--- src/rtl/ram_access_arbiter_if.sv ---
// CPU-port, external-port and RAM-side signals of the data-RAM access arbiter.
// The arbiter connects through the slave modport; requesters and the RAM model use master.
interface ram_access_arbiter_if #(
    parameter int unsigned ADDR_WIDTH = 10,
    parameter int unsigned DATA_WIDTH = 32
);
    logic                  cpu_req;
    logic                  cpu_we;
    logic [ADDR_WIDTH-1:0] cpu_addr;
    logic [DATA_WIDTH-1:0] cpu_wdata;
    logic [DATA_WIDTH-1:0] cpu_rdata;
    logic                  cpu_ack;
    logic                  cpu_stall;

    logic                  ext_req;
    logic                  ext_we;
    logic [ADDR_WIDTH-1:0] ext_addr;
    logic [DATA_WIDTH-1:0] ext_wdata;
    logic [DATA_WIDTH-1:0] ext_rdata;
    logic                  ext_ack;
    logic                  ext_stall;

    logic [ADDR_WIDTH-1:0] ram_addr;
    logic [DATA_WIDTH-1:0] ram_wdata;
    logic                  ram_wren;
    logic [DATA_WIDTH-1:0] ram_rdata;

    logic                  busy;

    modport slave (
        input  cpu_req, cpu_we, cpu_addr, cpu_wdata,
        output cpu_rdata, cpu_ack, cpu_stall,
        input  ext_req, ext_we, ext_addr, ext_wdata,
        output ext_rdata, ext_ack, ext_stall,
        output ram_addr, ram_wdata, ram_wren,
        input  ram_rdata,
        output busy
    );

    modport master (
        output cpu_req, cpu_we, cpu_addr, cpu_wdata,
        input  cpu_rdata, cpu_ack, cpu_stall,
        output ext_req, ext_we, ext_addr, ext_wdata,
        input  ext_rdata, ext_ack, ext_stall,
        input  ram_addr, ram_wdata, ram_wren,
        output ram_rdata,
        input  busy
    );
endinterface

--- src/rtl/ram_access_arbiter.sv ---
// Arbitrates a single-port synchronous-read RAM between the CPU MEM stage and an
// external host port; each access runs IDLE -> ISSUE -> WAIT -> RESP with a one-cycle ack.
module ram_access_arbiter #(
    parameter int unsigned ADDR_WIDTH   = 10,
    parameter int unsigned DATA_WIDTH   = 32,
    parameter int unsigned STARVE_LIMIT = 4
) (
    input  logic                  clk,
    input  logic                  reset,
    ram_access_arbiter_if.slave   bus
);

    localparam int unsigned STREAK_W = $clog2(STARVE_LIMIT + 1);

    typedef enum logic [1:0] {
        ST_IDLE,
        ST_ISSUE,
        ST_WAIT,
        ST_RESP
    } state_t;

    typedef enum logic {
        GNT_CPU,
        GNT_EXT
    } grant_t;

    state_t                r_state;
    grant_t                r_grant;
    logic                  r_gnt_we;
    logic [STREAK_W-1:0]   r_streak;
    logic [ADDR_WIDTH-1:0] r_ram_addr;
    logic [DATA_WIDTH-1:0] r_ram_wdata;
    logic                  r_ram_wren;
    logic [DATA_WIDTH-1:0] r_cpu_rdata;
    logic [DATA_WIDTH-1:0] r_ext_rdata;
    logic                  r_cpu_ack;
    logic                  r_ext_ack;

    logic                  w_starved;
    logic                  w_ext_wins;
    logic [STREAK_W-1:0]   w_streak_inc;

    // The external port wins when the CPU is idle or has been granted too often in a row.
    assign w_starved    = (r_streak >= STREAK_W'(STARVE_LIMIT));
    assign w_ext_wins   = bus.ext_req & (~bus.cpu_req | w_starved);
    assign w_streak_inc = w_starved ? r_streak : r_streak + STREAK_W'(1);

    always_ff @(posedge clk) begin
        if (reset) begin
            r_state     <= ST_IDLE;
            r_grant     <= GNT_CPU;
            r_gnt_we    <= 1'b0;
            r_streak    <= '0;
            r_ram_addr  <= '0;
            r_ram_wdata <= '0;
            r_ram_wren  <= 1'b0;
            r_cpu_rdata <= '0;
            r_ext_rdata <= '0;
            r_cpu_ack   <= 1'b0;
            r_ext_ack   <= 1'b0;
        end else begin
            r_ram_wren <= 1'b0;
            r_cpu_ack  <= 1'b0;
            r_ext_ack  <= 1'b0;
            case (r_state)
                ST_IDLE: begin
                    if (w_ext_wins) begin
                        r_state     <= ST_ISSUE;
                        r_grant     <= GNT_EXT;
                        r_gnt_we    <= bus.ext_we;
                        r_ram_addr  <= bus.ext_addr;
                        r_ram_wdata <= bus.ext_wdata;
                        r_ram_wren  <= bus.ext_we;
                        r_streak    <= '0;
                    end else if (bus.cpu_req) begin
                        r_state     <= ST_ISSUE;
                        r_grant     <= GNT_CPU;
                        r_gnt_we    <= bus.cpu_we;
                        r_ram_addr  <= bus.cpu_addr;
                        r_ram_wdata <= bus.cpu_wdata;
                        r_ram_wren  <= bus.cpu_we;
                        r_streak    <= bus.ext_req ? w_streak_inc : '0;
                    end
                end
                ST_ISSUE: r_state <= ST_WAIT;
                // RAM read data is valid in WAIT; capture it and ack the granted port.
                ST_WAIT: begin
                    r_state <= ST_RESP;
                    if (r_grant == GNT_EXT) begin
                        r_ext_ack <= 1'b1;
                        if (!r_gnt_we) r_ext_rdata <= bus.ram_rdata;
                    end else begin
                        r_cpu_ack <= 1'b1;
                        if (!r_gnt_we) r_cpu_rdata <= bus.ram_rdata;
                    end
                end
                ST_RESP: r_state <= ST_IDLE;
                default: r_state <= ST_IDLE;
            endcase
        end
    end

    assign bus.cpu_rdata = r_cpu_rdata;
    assign bus.cpu_ack   = r_cpu_ack;
    assign bus.cpu_stall = bus.cpu_req & ~r_cpu_ack;
    assign bus.ext_rdata = r_ext_rdata;
    assign bus.ext_ack   = r_ext_ack;
    assign bus.ext_stall = bus.ext_req & ~r_ext_ack;
    assign bus.ram_addr  = r_ram_addr;
    assign bus.ram_wdata = r_ram_wdata;
    assign bus.ram_wren  = r_ram_wren;
    assign bus.busy      = (r_state != ST_IDLE);

endmodule
--- src/flat_wrapper.sv ---
// flat-port wrapper written by rule: the top's interface ports become plain ports
module ram_access_arbiter_flat 
#(
    parameter int unsigned ADDR_WIDTH   = 10,
    parameter int unsigned DATA_WIDTH   = 32,
    parameter int unsigned STARVE_LIMIT = 4
)
  (clk, reset, bus_cpu_req, bus_cpu_we, bus_cpu_addr, bus_cpu_wdata, bus_cpu_rdata, bus_cpu_ack, bus_cpu_stall, bus_ext_req, bus_ext_we, bus_ext_addr, bus_ext_wdata, bus_ext_rdata, bus_ext_ack, bus_ext_stall, bus_ram_addr, bus_ram_wdata, bus_ram_wren, bus_ram_rdata, bus_busy);
  ram_access_arbiter_if #(.ADDR_WIDTH(ADDR_WIDTH), .DATA_WIDTH(DATA_WIDTH)) bus_i ();
  input  logic clk;
  input  logic reset;
  input wire logic [$bits(bus_i.cpu_req)-1:0] bus_cpu_req;
  input wire logic [$bits(bus_i.cpu_we)-1:0] bus_cpu_we;
  input wire logic [$bits(bus_i.cpu_addr)-1:0] bus_cpu_addr;
  input wire logic [$bits(bus_i.cpu_wdata)-1:0] bus_cpu_wdata;
  output wire logic [$bits(bus_i.cpu_rdata)-1:0] bus_cpu_rdata;
  output wire logic [$bits(bus_i.cpu_ack)-1:0] bus_cpu_ack;
  output wire logic [$bits(bus_i.cpu_stall)-1:0] bus_cpu_stall;
  input wire logic [$bits(bus_i.ext_req)-1:0] bus_ext_req;
  input wire logic [$bits(bus_i.ext_we)-1:0] bus_ext_we;
  input wire logic [$bits(bus_i.ext_addr)-1:0] bus_ext_addr;
  input wire logic [$bits(bus_i.ext_wdata)-1:0] bus_ext_wdata;
  output wire logic [$bits(bus_i.ext_rdata)-1:0] bus_ext_rdata;
  output wire logic [$bits(bus_i.ext_ack)-1:0] bus_ext_ack;
  output wire logic [$bits(bus_i.ext_stall)-1:0] bus_ext_stall;
  output wire logic [$bits(bus_i.ram_addr)-1:0] bus_ram_addr;
  output wire logic [$bits(bus_i.ram_wdata)-1:0] bus_ram_wdata;
  output wire logic [$bits(bus_i.ram_wren)-1:0] bus_ram_wren;
  input wire logic [$bits(bus_i.ram_rdata)-1:0] bus_ram_rdata;
  output wire logic [$bits(bus_i.busy)-1:0] bus_busy;
  assign bus_i.cpu_req = bus_cpu_req;
  assign bus_i.cpu_we = bus_cpu_we;
  assign bus_i.cpu_addr = bus_cpu_addr;
  assign bus_i.cpu_wdata = bus_cpu_wdata;
  assign bus_cpu_rdata = bus_i.cpu_rdata;
  assign bus_cpu_ack = bus_i.cpu_ack;
  assign bus_cpu_stall = bus_i.cpu_stall;
  assign bus_i.ext_req = bus_ext_req;
  assign bus_i.ext_we = bus_ext_we;
  assign bus_i.ext_addr = bus_ext_addr;
  assign bus_i.ext_wdata = bus_ext_wdata;
  assign bus_ext_rdata = bus_i.ext_rdata;
  assign bus_ext_ack = bus_i.ext_ack;
  assign bus_ext_stall = bus_i.ext_stall;
  assign bus_ram_addr = bus_i.ram_addr;
  assign bus_ram_wdata = bus_i.ram_wdata;
  assign bus_ram_wren = bus_i.ram_wren;
  assign bus_i.ram_rdata = bus_ram_rdata;
  assign bus_busy = bus_i.busy;
  ram_access_arbiter #(.ADDR_WIDTH(ADDR_WIDTH), .DATA_WIDTH(DATA_WIDTH), .STARVE_LIMIT(STARVE_LIMIT)) u_core (.clk(clk), .reset(reset), .bus(bus_i));
endmodule
--- config.mk ---
export PLATFORM = sky130hd
export DESIGN_NAME = ram_access_arbiter_flat
export DESIGN_NICKNAME = d
export VERILOG_FILES = /design/src/rtl/ram_access_arbiter_if.sv /design/src/rtl/ram_access_arbiter.sv /design/src/flat_wrapper.sv
export SDC_FILE = /design/constraint.sdc
export NUM_CORES = 1
export LEC_CHECK = 0
export BUFFER_PORTS_ARGS = -buffer_cell sky130_fd_sc_hd__buf_2
export CELL_PAD_IN_SITES_DETAIL_PLACEMENT = 0
export CELL_PAD_IN_SITES_GLOBAL_PLACEMENT = 1
export CORE_MARGIN = 4
export CORE_UTILIZATION = 36
export CTS_CLUSTER_DIAMETER = 120
export CTS_CLUSTER_SIZE = 30
export DETAILED_ROUTE_END_ITERATION = 12
export GPL_TIMING_DRIVEN = 1
export MAX_ROUTING_LAYER = met4
export PLACE_DENSITY_LB_ADDON = 0.1
export RECOVER_POWER = 100
export SYNTH_ARGS = -nofsm -noshare
export SYNTH_HDL_FRONTEND = slang
export SYNTH_SLANG_ARGS = --single-unit
--- constraint.sdc ---
create_clock -name clk -period 4 [get_ports clk]
set_input_delay 1.2 -clock clk [delete_from_list [all_inputs] [get_ports clk]]
set_output_delay 1.2 -clock clk [all_outputs]
set_load 0.01 [all_outputs]
# --- Yosys cells after proc, flatten, opt, wreduce, memory -nomap -nowiden ---
# Index checks and enable logic that the tools add are counted.
totals:
  register_bits: 116
  wordCells: 57
op_classes:
  eq_ne: 5
  reduce_logical: 9
  add_sub_neg: 1
  bitwise: 11
  muxes: 19
  order_cmp: 1
op_table:
  columns: ["operator", "count"]
  rows:
  - ["32-bit two-way mux", 2]
  - ["10-bit two-way mux", 2]
  - ["3-bit two-way mux", 4]
  - ["3-bit AND reduction", 3]
  - ["1-bit two-way mux", 8]
  - ["2-bit one-hot mux with 4 select lines", 1]
  - ["1-bit inverter", 7]
  - ["2-bit == test (second input constant)", 2]
  - ["2-bit two-way mux", 2]
  - ["2-bit nonzero test", 2]
  - ["2-bit OR reduction", 2]
  - ["3-bit by 1-bit adder with 3-bit output (second input constant)", 1]
  - ["1-bit AND", 3]
  - ["3-bit >= comparator (second input constant)", 1]
  - ["3-bit by 2-bit != test with 1-bit output (second input constant)", 1]
  - ["3-bit != test (second input constant)", 1]
  - ["2-bit by 1-bit == test with 1-bit output (second input constant)", 1]
  - ["2-bit logical NOT", 1]
  - ["2-bit AND reduction", 1]
  - ["1-bit OR", 1]

# --- Depth between registers and ports, before layout ---
# Gate-level depths: netlist (run 1).
logic_depth:
  depth_word: 5
  depth_mapped: 7

# --- Worst setup path after synthesis (run 1) ---
# OpenSTA, ideal clock, no wires.
synth_path:
  path_type: "in2out"
  startpoint: "input port bus_ext_req"
  endpoint: "output port bus_ext_stall"
  slack_ps: 1055
  required_ps: 2800
  path_buffers: 2
  path_stages: 4
  arrival_ps: 1745
  path_cell_list: "buf_2 -> inv_2 -> buf_2 -> nor2_1"
synth_between:
  elab_chain_len: 1
synth_rtl:
  columns: ["item", "line", "rtl"]
  rows:
  - ["start: declaration", "flat_wrapper.sv:19", "input wire logic [$bits(bus_i.ext_req)-1:0] bus_ext_req;"]
  - ["1-bit AND", "ram_access_arbiter.sv:108", "assign bus.ext_stall = bus.ext_req & ~r_ext_ack;"]
  - ["end: declaration", "flat_wrapper.sv:25", "output wire logic [$bits(bus_i.ext_stall)-1:0] bus_ext_stall;"]
# No other way between the ends.

# --- Final worst setup path (run 1) ---
layout_path:
  startpoint: "input port bus_ext_req"
  endpoint: "register u_core.r_ram_wdata[5] (netlist: u_core.bus.ram_wdata[5])"
layout_between:
  elab_chain_len: 3
  word_cells_on_any_way: 4
layout_rtl:
  columns: ["item", "line", "rtl"]
  rows:
  - ["1-bit AND (*)", "ram_access_arbiter.sv:45", "assign w_ext_wins = bus.ext_req & (~bus.cpu_req | w_starved);"]
  - ["2-bit nonzero test (no source line)", null, null]
  - ["2-bit AND reduction (no source line)", null, null]
  - ["end signal: assignment", "ram_access_arbiter.sv:72", "r_ram_wdata <= bus.ext_wdata;"]
  - ["end signal: assignment", "ram_access_arbiter.sv:80", "r_ram_wdata <= bus.cpu_wdata;"]
  - ["end: declaration", "ram_access_arbiter.sv:32", "logic [DATA_WIDTH-1:0] r_ram_wdata;"]
# Mark *: on every way between the ends. The rest lies on a longest branch, timed or not.
# A chain may end at the register's enable or synchronous reset.

==> flow_metrics.tcl, run 1 <==
set metrics [dict create \
    synth_top_area_frac 0.465 \
    ys_seq_elements 116 \
    dr.first_iter.drc_count 338 \
    grt-ovfl-total 0 \
    ys_seq_area_frac 0.465 \
    period_needed_ns 3.07 \
    syn_area_um2 5000 \
    synthArstFlopShare 0 \
    drive_gt1_frac 0.270 \
    cap_violations 1 \
    grt_max_degree 61 \
    hold_buffers 0 \
    n_fill_cell 1381 \
    peakVddDrop_mv 0.291 \
    final.setup.tns_ns 0 \
    max_freq_mhz 325 \
    path_max_fanout 51 \
    gp_routability_congestion 0.779 \
    regArea_um2 2320 \
    cts_root_buf "clkbuf_16" \
    violations "max-capacitance violations, max-slew violations" \
    layout.nets 906 \
    core_area_um2 13400 \
    synth.most_common_cell "nand2_1" \
    worstSetupPathType "input pin to register" \
    finalMaxSlewViolations 57 \
    rsz0062_at_grt "no" \
    required_ns 4.31 \
    initial_core_util 0.373 \
    hold_viol_final 0 \
    slew_headroom -0.109 \
    die_w_um 126 \
    tritoncts "built" \
    cts_max_level 4 \
    crit_path_start_kind "input pin" \
    postCtsSetupRepairBufs 0 \
    place_ws_ns 0.921 \
    die-height_um 126 \
    hold_path_class "register to register" \
    track_usage 0.193 \
    synthToLayoutAreaGrowth_pct 32.2 \
    power.density_cell_area_nw_per_um2 657 \
    dieArea_um2 15800 \
    routed_wl_um 15300 \
    worst_ep_arrival_time_ns 3.38 \
    rows 42 \
    synthFlopType "dfxtp_1" \
    wl_per_cell_um 15.7 \
    n_antenna_cell 0 \
    port_buffers 233 \
    synthCells 576 \
    synth_edf_count 0 \
    synth_top_area_cell "dfxtp_1" \
    report.final.setup_viol 0 \
    synth_nets 701 \
    viasPerCell 5.06 \
    multiInputGateArea_um2 2290 \
    antenna_left 0 \
    place_hpwl_um 10500 \
    yosysWarnings 0 \
    antenna_found_initial 0 \
    finalWorstSetupSlack_ns 0.925 \
    synthTopCellsByCount "131 x nand2_1, 116 x dfxtp_1, 68 x a21oi_1" \
    ioPinCount 234 \
    period_share 0.769 \
    clock_latency_ns 0.41 \
    synth_area_leaders "dfxtp_1 46%, a311oi_2 12%, nand2_1 9.8%" \
    syn_avg_cell_area_um2 8.68 \
    numCtsBuffers 17 \
    cts_sinks 116 \
    p_leak_uw 0.00245 \
    drcViolationCount 0 \
    finClkSkew_ns 0.0165 \
    clk_pin_slew_ns 0.06 \
    ctsResizeCount 0 \
    grt_pass1_vias 4765 \
    num_vias 4911 \
    grt_pass1_wl_um 24200 \
    crit_path_end_kind "register" \
    drtPass1Iterations 4 \
    worstMarginPinSlew_ns 1.66 \
    status "complete, but fails checks" \
    cts_max_path_buffers 2 \
    fin_util 0.493 \
    yosysUniqueCellTypes 35 \
]
[critical path, cell delays in order]
cell and delay (ns):
clkbuf_1 0.10, clkbuf_2 0.82, o21a_4 0.60, buf_4 0.33, nor2_1 0.07, a311oi_2 0.24
[layout make-up]
| type | instances | share of cell area |
|---|---|---|
| Inverter | 4 | 0.00227 |
| Tap cell | 176 | 0.0333 |
| Timing Repair Buffer | 244 | 0.171 |
| Sequential cell | 116 | 0.351 |
| Clock buffer | 22 | 0.0717 |
| Clock inverter | 10 | 0.0231 |
| Multi-Input combinational cell | 398 | 0.347 |
[logic make-up after synthesis]
group                    after synthesis  share of synthesized area
AND/OR/NAND/NOR                      234                      0.198
AO/OA/AOI/OAI                        161                      0.256
flip-flops                           116                      0.465
buffers and inverters                 62                     0.0746
adder cells (fa/ha/maj)                3                    0.00751
[routing by layer]
layer | part of all wire | track usage | vias to the layer above | wire, um
li1 | - | - | 2423 | -
met1 | 0.43 | 0.235 | 2289 | 6540
met2 | 0.49 | 0.302 | 185 | 7430
met3 | 0.073 | 0.0605 | 14 | 1120
met4 | 0.012 | 0.0669 | 0 | 187
met5 | 0 | - | - | 0
[report_power, final]
part           leakage, uW  internal, uW  switching, uW
combinational      0.00119           455            760
clock             0.000310          1090            518
sequential        0.000948          1390            133
[path summary, 6_finish.rpt]
kind,startpoint,end,slack [ns],cells after the start
worst max-delay path,bus_ext_req,u_core.bus.ram_wdata[5],0.93,6
worst min-delay path,u_core.bus.ext_rdata[4],u_core.bus.ext_rdata[4],0.45,2
worst max register to register,u_core.r_state[0],u_core.bus.ram_wdata[5],2.02,6
worst min register to register,u_core.bus.ext_rdata[4],u_core.bus.ext_rdata[4],0.45,2
[flip-flops by register name, summed over array words and instances (netlist names)]
register              flops
u_core.r_gnt_we           1
u_core.r_streak           3
u_core.r_grant            1
u_core.bus.ram_wren       1
u_core.bus.ram_addr      10
u_core.bus.ext_ack        1
u_core.bus.cpu_rdata     32
u_core.bus.ram_wdata     32
u_core.bus.cpu_ack        1
u_core.bus.ext_rdata     32
u_core.r_state            2
[cells in the final DEF, fill, tap and decap left out, types with 4 or more instances in the layout]
cell type  synthesis  layout
nand2_1          131     131
buf_2             25     121
dfxtp_1          116     116
clkbuf_1          15     113
a21oi_1           68      68
nor2_1            46      46
nand3_1           43      43
a311oi_2          40      37
o21ai_1           29      29
clkbuf_16          0      17
o21ai_2           10      10
buf_4              3       8
a311oi_1           3       6
o21ai_0            5       5
clkinv_2           0       5
inv_1              2       4
bufinv_16          0       4
[stage by stage]
stage	total power [uW]	instances	cell area, um^2	hold slack (ns)
2_1_floorplan	2440	576	5000	0.435
3_3_place_gp	2810	938	6150	0.439
3_5_place_dp	2840	938	6150	0.445
4_1_cts	4460	970	6780	0.452
5_1_grt	4600	970	6610	0.469
6_report	4340	970	6610	0.452
Power figures use the tool's default switching activity.
==> inputs of run 2 (changes only) <==
- CORE_UTILIZATION: 36 -> 33
- clock period: 4 -> 2.87 ns (I/O delays scaled with it)
==> run 2 against run 1 <==
  * The flow still finishes with violations (max-capacitance violations, max-slew violations)
  * Clock skew down 0.0086 ns
  * Clock power rose by 39%
  * Setup slack worse by 0.56 ns
  * Routed wire length rose by 2.7%
  * Sequential share of layout area grew 0.11 points
  * Clock-buffer cell count stayed put
  * Largest cell class unchanged
  * Die area up 8.5%
  * Critical path depth down 3
  * Critical path type unchanged
  * Sequential power rose by 39%
  * Utilization decreased by 4.5 points
==> flow_metrics.tcl, run 2 (synthesis gave the netlist of run 1 again) <==
set metrics [dict create \
    report.final.setup_viol 0 \
    period_share 0.872 \
    ctsResizeCount 0 \
    clk_pin_slew_ns 0.05 \
    worstMarginPinSlew_ns 1.73 \
    regArea_um2 2320 \
    layout_commonest_cell "nand2_1" \
    period_needed_ns 2.50 \
    violations "max-capacitance violations, max-slew violations" \
    dr.first_iter.drc_count 147 \
    clock_latency_ns 0.41 \
    grt-ovfl-total 0 \
    worstSetupPathType "input pin to register" \
    postCtsSetupRepairBufs 0 \
    core_area_um2 14700 \
    tritoncts "built" \
    wl_per_cell_um 16.0 \
    initial_core_util 0.340 \
    path_max_fanout 26 \
    placed_cell_area_um2 6240 \
    slowest_stage "clkbuf_1" \
    rsz0062_at_grt "no" \
    cts_max_level 4 \
    routed_wl_um 15700 \
    n_fill_cell 1535 \
    multiInputGateArea_um2 2190 \
    rows 44 \
    die-height_um 131 \
    drcViolationCount 0 \
    max_freq_mhz 400 \
    num_vias 4929 \
    antenna_found_initial 0 \
    grt_max_degree 65 \
    finalMaxSlewViolations 26 \
    port_buffers 233 \
    crit_path_start_kind "input pin" \
    synthToLayoutAreaGrowth_pct 31.8 \
    gp_routability_congestion 0.773 \
    place_hpwl_um 10700 \
    max_stage_delay_ns 1.22 \
    cts_sinks 116 \
    dieArea_um2 17200 \
    drtPass1Iterations 4 \
    stdcell_area_um2 6590 \
    final_cell_mix "131 x nand2_1, 121 x buf_2, 116 x dfxtp_1" \
    finalWorstSetupSlack_ns 0.367 \
    p_leak_uw 0.00246 \
    required_ns 3.10 \
    slew_headroom -0.153 \
    grt_pass1_wl_um 23800 \
    n_antenna_cell 0 \
    grt_pass1_vias 4885 \
    cap_violations 1 \
    ioPinCount 234 \
    peakVddDrop_mv 0.438 \
    cts_max_path_buffers 2 \
    crit_path_end_kind "register" \
    place_ws_ns 0.534 \
    crit_family "buffers and inverters" \
    worst_ep_arrival_time_ns 2.73 \
    die_w_um 131 \
    fin_hold_ws_ns 0.450 \
    hold_path_class "register to register" \
    track_usage 0.182 \
    drive_gt1_frac 0.254 \
    finClkSkew_ns 0.00789 \
    status "complete, but fails checks" \
    viasPerCell 5.01 \
    layout.nets 911 \
    cts_root_buf "clkbuf_16" \
    crit_chain "clkbuf_1 > clkbuf_2 > a311oi_1" \
    worst-path-buf-inv 2 \
    power.density_cell_area_nw_per_um2 912 \
    numCtsBuffers 17 \
    hold_viol_final 0 \
    antenna_left 0 \
    final.setup.tns_ns 0 \
    hold_buffers 0 \
]
## run 2: changes by cell type in the layout (fill, tap and decap cells not counted)
cell      before  now
a211oi_1       2    1
a211oi_2       0    1
a311oi_1       6   22
a311oi_2      37   21
buf_12         2    5
buf_4          8    9
clkbuf_1     113  114
inv_1          4    3
inv_2          0    1
o21a_1         0    1
o21a_4         1    0
## run 2: cell type report
type | instances | area share
clock buffers | 22 | 0.0720
repair buffers | 249 | 0.183
inverters | 4 | 0.00228
flip-flops and latches | 116 | 0.352
clock inverters | 10 | 0.0232
multi-input cells | 398 | 0.333
well taps | 184 | 0.0349
## run 2: layer usage
metal | share of wire | track usage | vias up | routed length, um
met1 | 0.44 | 0.219 | 2296 | 6900
met4 | 0.015 | 0.0732 | 0 | 238
li1 | - | - | 2438 | -
met3 | 0.059 | 0.0413 | 20 | 925
met5 | 0 | - | - | 0
met2 | 0.49 | 0.296 | 175 | 7630
## run 2: through the flow
stage	power, uW	utilization	std cells
CTS	6260	0.467	983
global placement	3970	0.424	951
floorplan	3400	-	576
global route	6370	0.448	983
finish	6010	0.448	983
detailed placement	4010	0.424	951
## run 2: power breakdown
| group | internal, uW | switching (uW) | total, uW |
|---|---|---|---|
| clock network | 1510 | 721 | 2230 |
| registers | 1940 | 189 | 2120 |
| logic | 623 | 1030 | 1650 |
## run 2: path summary, 6_finish.rpt
| check | startpoint | end | slack [ns] | cells after the start |
|---|---|---|---|---|
| worst min-delay path | u_core.bus.cpu_rdata[11] | u_core.bus.cpu_rdata[11] | 0.45 | 2 |
| worst min register to register | u_core.bus.cpu_rdata[11] | u_core.bus.cpu_rdata[11] | 0.45 | 2 |
| worst max-delay path | reset | u_core.bus.ram_wdata[12] | 0.37 | 3 |
| worst max register to register | u_core.r_state[0] | u_core.bus.ram_addr[8] | 0.57 | 6 |
## run 2: tightest hold or removal path, delay by kind of cell, from the launching register on
kind	cells	cell delay, ns
simple gates	1	0.05
compound gates	1	0.05
flops	1	0.30
==> inputs of run 3 (changes only) <==
--- a/config.mk
+++ b/config.mk
@@ -7,3 +7,3 @@
 export LEC_CHECK = 0
-export BUFFER_PORTS_ARGS = -buffer_cell sky130_fd_sc_hd__buf_2
+export BUFFER_PORTS_ARGS = -buffer_cell sky130_fd_sc_hd__buf_4
 export CELL_PAD_IN_SITES_DETAIL_PLACEMENT = 0
@@ -17,3 +17,3 @@
 export MAX_ROUTING_LAYER = met4
-export PLACE_DENSITY_LB_ADDON = 0.1
+export PLACE_DENSITY_LB_ADDON = 0.05
 export RECOVER_POWER = 100
--- a/constraint.sdc
+++ b/constraint.sdc
@@ -3,2 +3,2 @@
 set_output_delay 0.861 -clock clk [all_outputs]
-set_load 0.01 [all_outputs]
+set_load 0.1 [all_outputs]
==> run 3 against run 2 <==
  * The flow still finishes with violations (max-capacitance violations, max-slew violations)
  * Routed wire length fell by 0.18%
  * Fmax down 1.4%
  * Clock skew shrank 0.00088 ns
  * Largest cell class unchanged
==> flow_metrics.tcl, run 3 (synthesis gave the netlist of run 1 again) <==
set metrics [dict create \
    ctsResizeCount 0 \
    die-height_um 131 \
    postCtsSetupRepairBufs 0 \
    finalPower_uw 7800 \
    hold_path_startpoint "u_core.bus.cpu_rdata[0]" \
    worstSetupPathType "input pin to output pin" \
    cts_max_level 4 \
    clk_pin_slew_ns 0.05 \
    place_hpwl_um 11100 \
    track_usage 0.184 \
    multiInputGateArea_um2 2170 \
    regArea_um2 2320 \
    layout_commonest_cell "buf_4" \
    dr.first_iter.drc_count 215 \
    r2r_start "u_core.r_state[0]" \
    layout.nets 913 \
    drcViolationCount 0 \
    slew_headroom -0.130 \
    tritoncts "built" \
    wl_per_cell_um 15.9 \
    n_antenna_cell 0 \
    die_w_um 131 \
    period_needed_ns 2.54 \
    hold_viol_final 0 \
    dieArea_um2 17200 \
    numCtsBuffers 17 \
    routed_wl_um 15700 \
    report.final.setup_viol 0 \
    core_area_um2 14700 \
    clock_latency_ns 0.41 \
    fin_hold_ws_ns 0.450 \
    crit_path_end_kind "output pin" \
    status "complete, but fails checks" \
    cts_root_buf "clkbuf_16" \
    r2r-end "u_core.bus.ram_wdata[26]" \
    finalMaxSlewViolations 30 \
    cap_violations 1 \
    violations "max-capacitance violations, max-slew violations" \
    finClkSkew_ns 0.00701 \
    port_buffers 233 \
    rrSetupSlack_ns 1.11 \
    hold_end "u_core.bus.cpu_rdata[0]" \
    ioPinCount 234 \
    worst-path-buf-inv 3 \
    grt-ovfl-total 0 \
    max_freq_mhz 394 \
    n_fill_cell 1530 \
    rsz0062_at_grt "no" \
    viasPerCell 4.95 \
    r2r_cells 6 \
    p_leak_uw 0.00254 \
    slowest_stage "clkbuf_2" \
    initial_core_util 0.340 \
    grt_max_degree 61 \
    required_ns 2.01 \
    dp.cells 953 \
    gp_routability_congestion 0.814 \
    period_share 0.884 \
    final_cell_mix "133 x buf_4, 131 x nand2_1, 116 x dfxtp_1" \
    crit_chain "buf_4 > inv_2 > nor2_2 > clkbuf_2" \
    power.density_cell_area_nw_per_um2 1150 \
    cts_sinks 116 \
    crit_family "buffers and inverters" \
    final_cells 983 \
    crit_path_start_kind "input pin" \
    grt_pass1_wl_um 23900 \
    drive_gt1_frac 0.253 \
    worstMarginPinSlew_ns 1.69 \
    antenna_left 0 \
    hold_buffers 0 \
    drtPass1Iterations 4 \
    hold_path_class "register to register" \
    grt_pass1_vias 4762 \
    worst_ep_arrival_time_ns 1.68 \
    synthToLayoutAreaGrowth_pct 35.8 \
    antenna_found_initial 0 \
    peakVddDrop_mv 0.523 \
    path_max_fanout 12 \
    cts_max_path_buffers 2 \
    max_stage_delay_ns 0.46 \
    min_path_cells 2 \
    rows 44 \
    num_vias 4864 \
]
run 3: worst min-delay path: stages, from the launching register on:
cell and delay (ns):
dfxtp_1 0.30, nand2_1 0.05, a21oi_1 0.05
run 3: area by class of cell:
| type | instances | share of cell area |
|---|---|---|
| Clock buffer | 25 | 0.0744 |
| Clock inverter | 5 | 0.00369 |
| Inverter | 4 | 0.00221 |
| Multi-Input combinational cell | 398 | 0.319 |
| Sequential cell | 116 | 0.342 |
| Tap cell | 184 | 0.0339 |
| Timing Repair Buffer | 251 | 0.225 |
run 3: worst max path at each step:
stage	startpoint	end	slack, ns	cells past startpoint
floorplan	bus_ext_req	bus_ext_stall	-0.03	4
detailed placement	bus_ext_req	bus_ext_stall	0.48	4
finish	bus_ext_req	bus_ext_stall	0.33	4
global placement	bus_ext_req	bus_ext_stall	0.46	4
global route	reset	u_core.bus.ram_wdata[8]	0.18	3
CTS	u_core.r_state[0]	bus_busy	0.40	4
run 3: routing by layer:
| metal | global-route usage | vias up | routed length, um |
|---|---|---|---|
| met1 | 0.221 | 2232 | 6620 |
| met2 | 0.294 | 178 | 7520 |
| met4 | 0.0641 | 0 | 273 |
| met5 | - | - | 0 |
| met3 | 0.0563 | 22 | 1250 |
| li1 | - | 2432 | - |
run 3: power breakdown:
part / total [uW] / leakage (uW) / internal (uW) / switching, uW
registers: 2120 / 0.000948 / 1940 / 182
logic: 3790 / 0.00132 / 689 / 3100
clock network: 1890 / 0.000269 / 1200 / 691
run 3: per-stage QoR:
stage           util  setup WS (ns)  instance area, um^2  setup TNS (ns)
2_1_floorplan      -        -0.0292                 5000         -0.0292
3_3_place_gp   0.465          0.462                 6840               0
3_5_place_dp   0.465          0.485                 6840               0
4_1_cts        0.501          0.398                 7370               0
5_1_grt        0.462          0.185                 6790               0
6_report       0.462          0.332                 6790               0
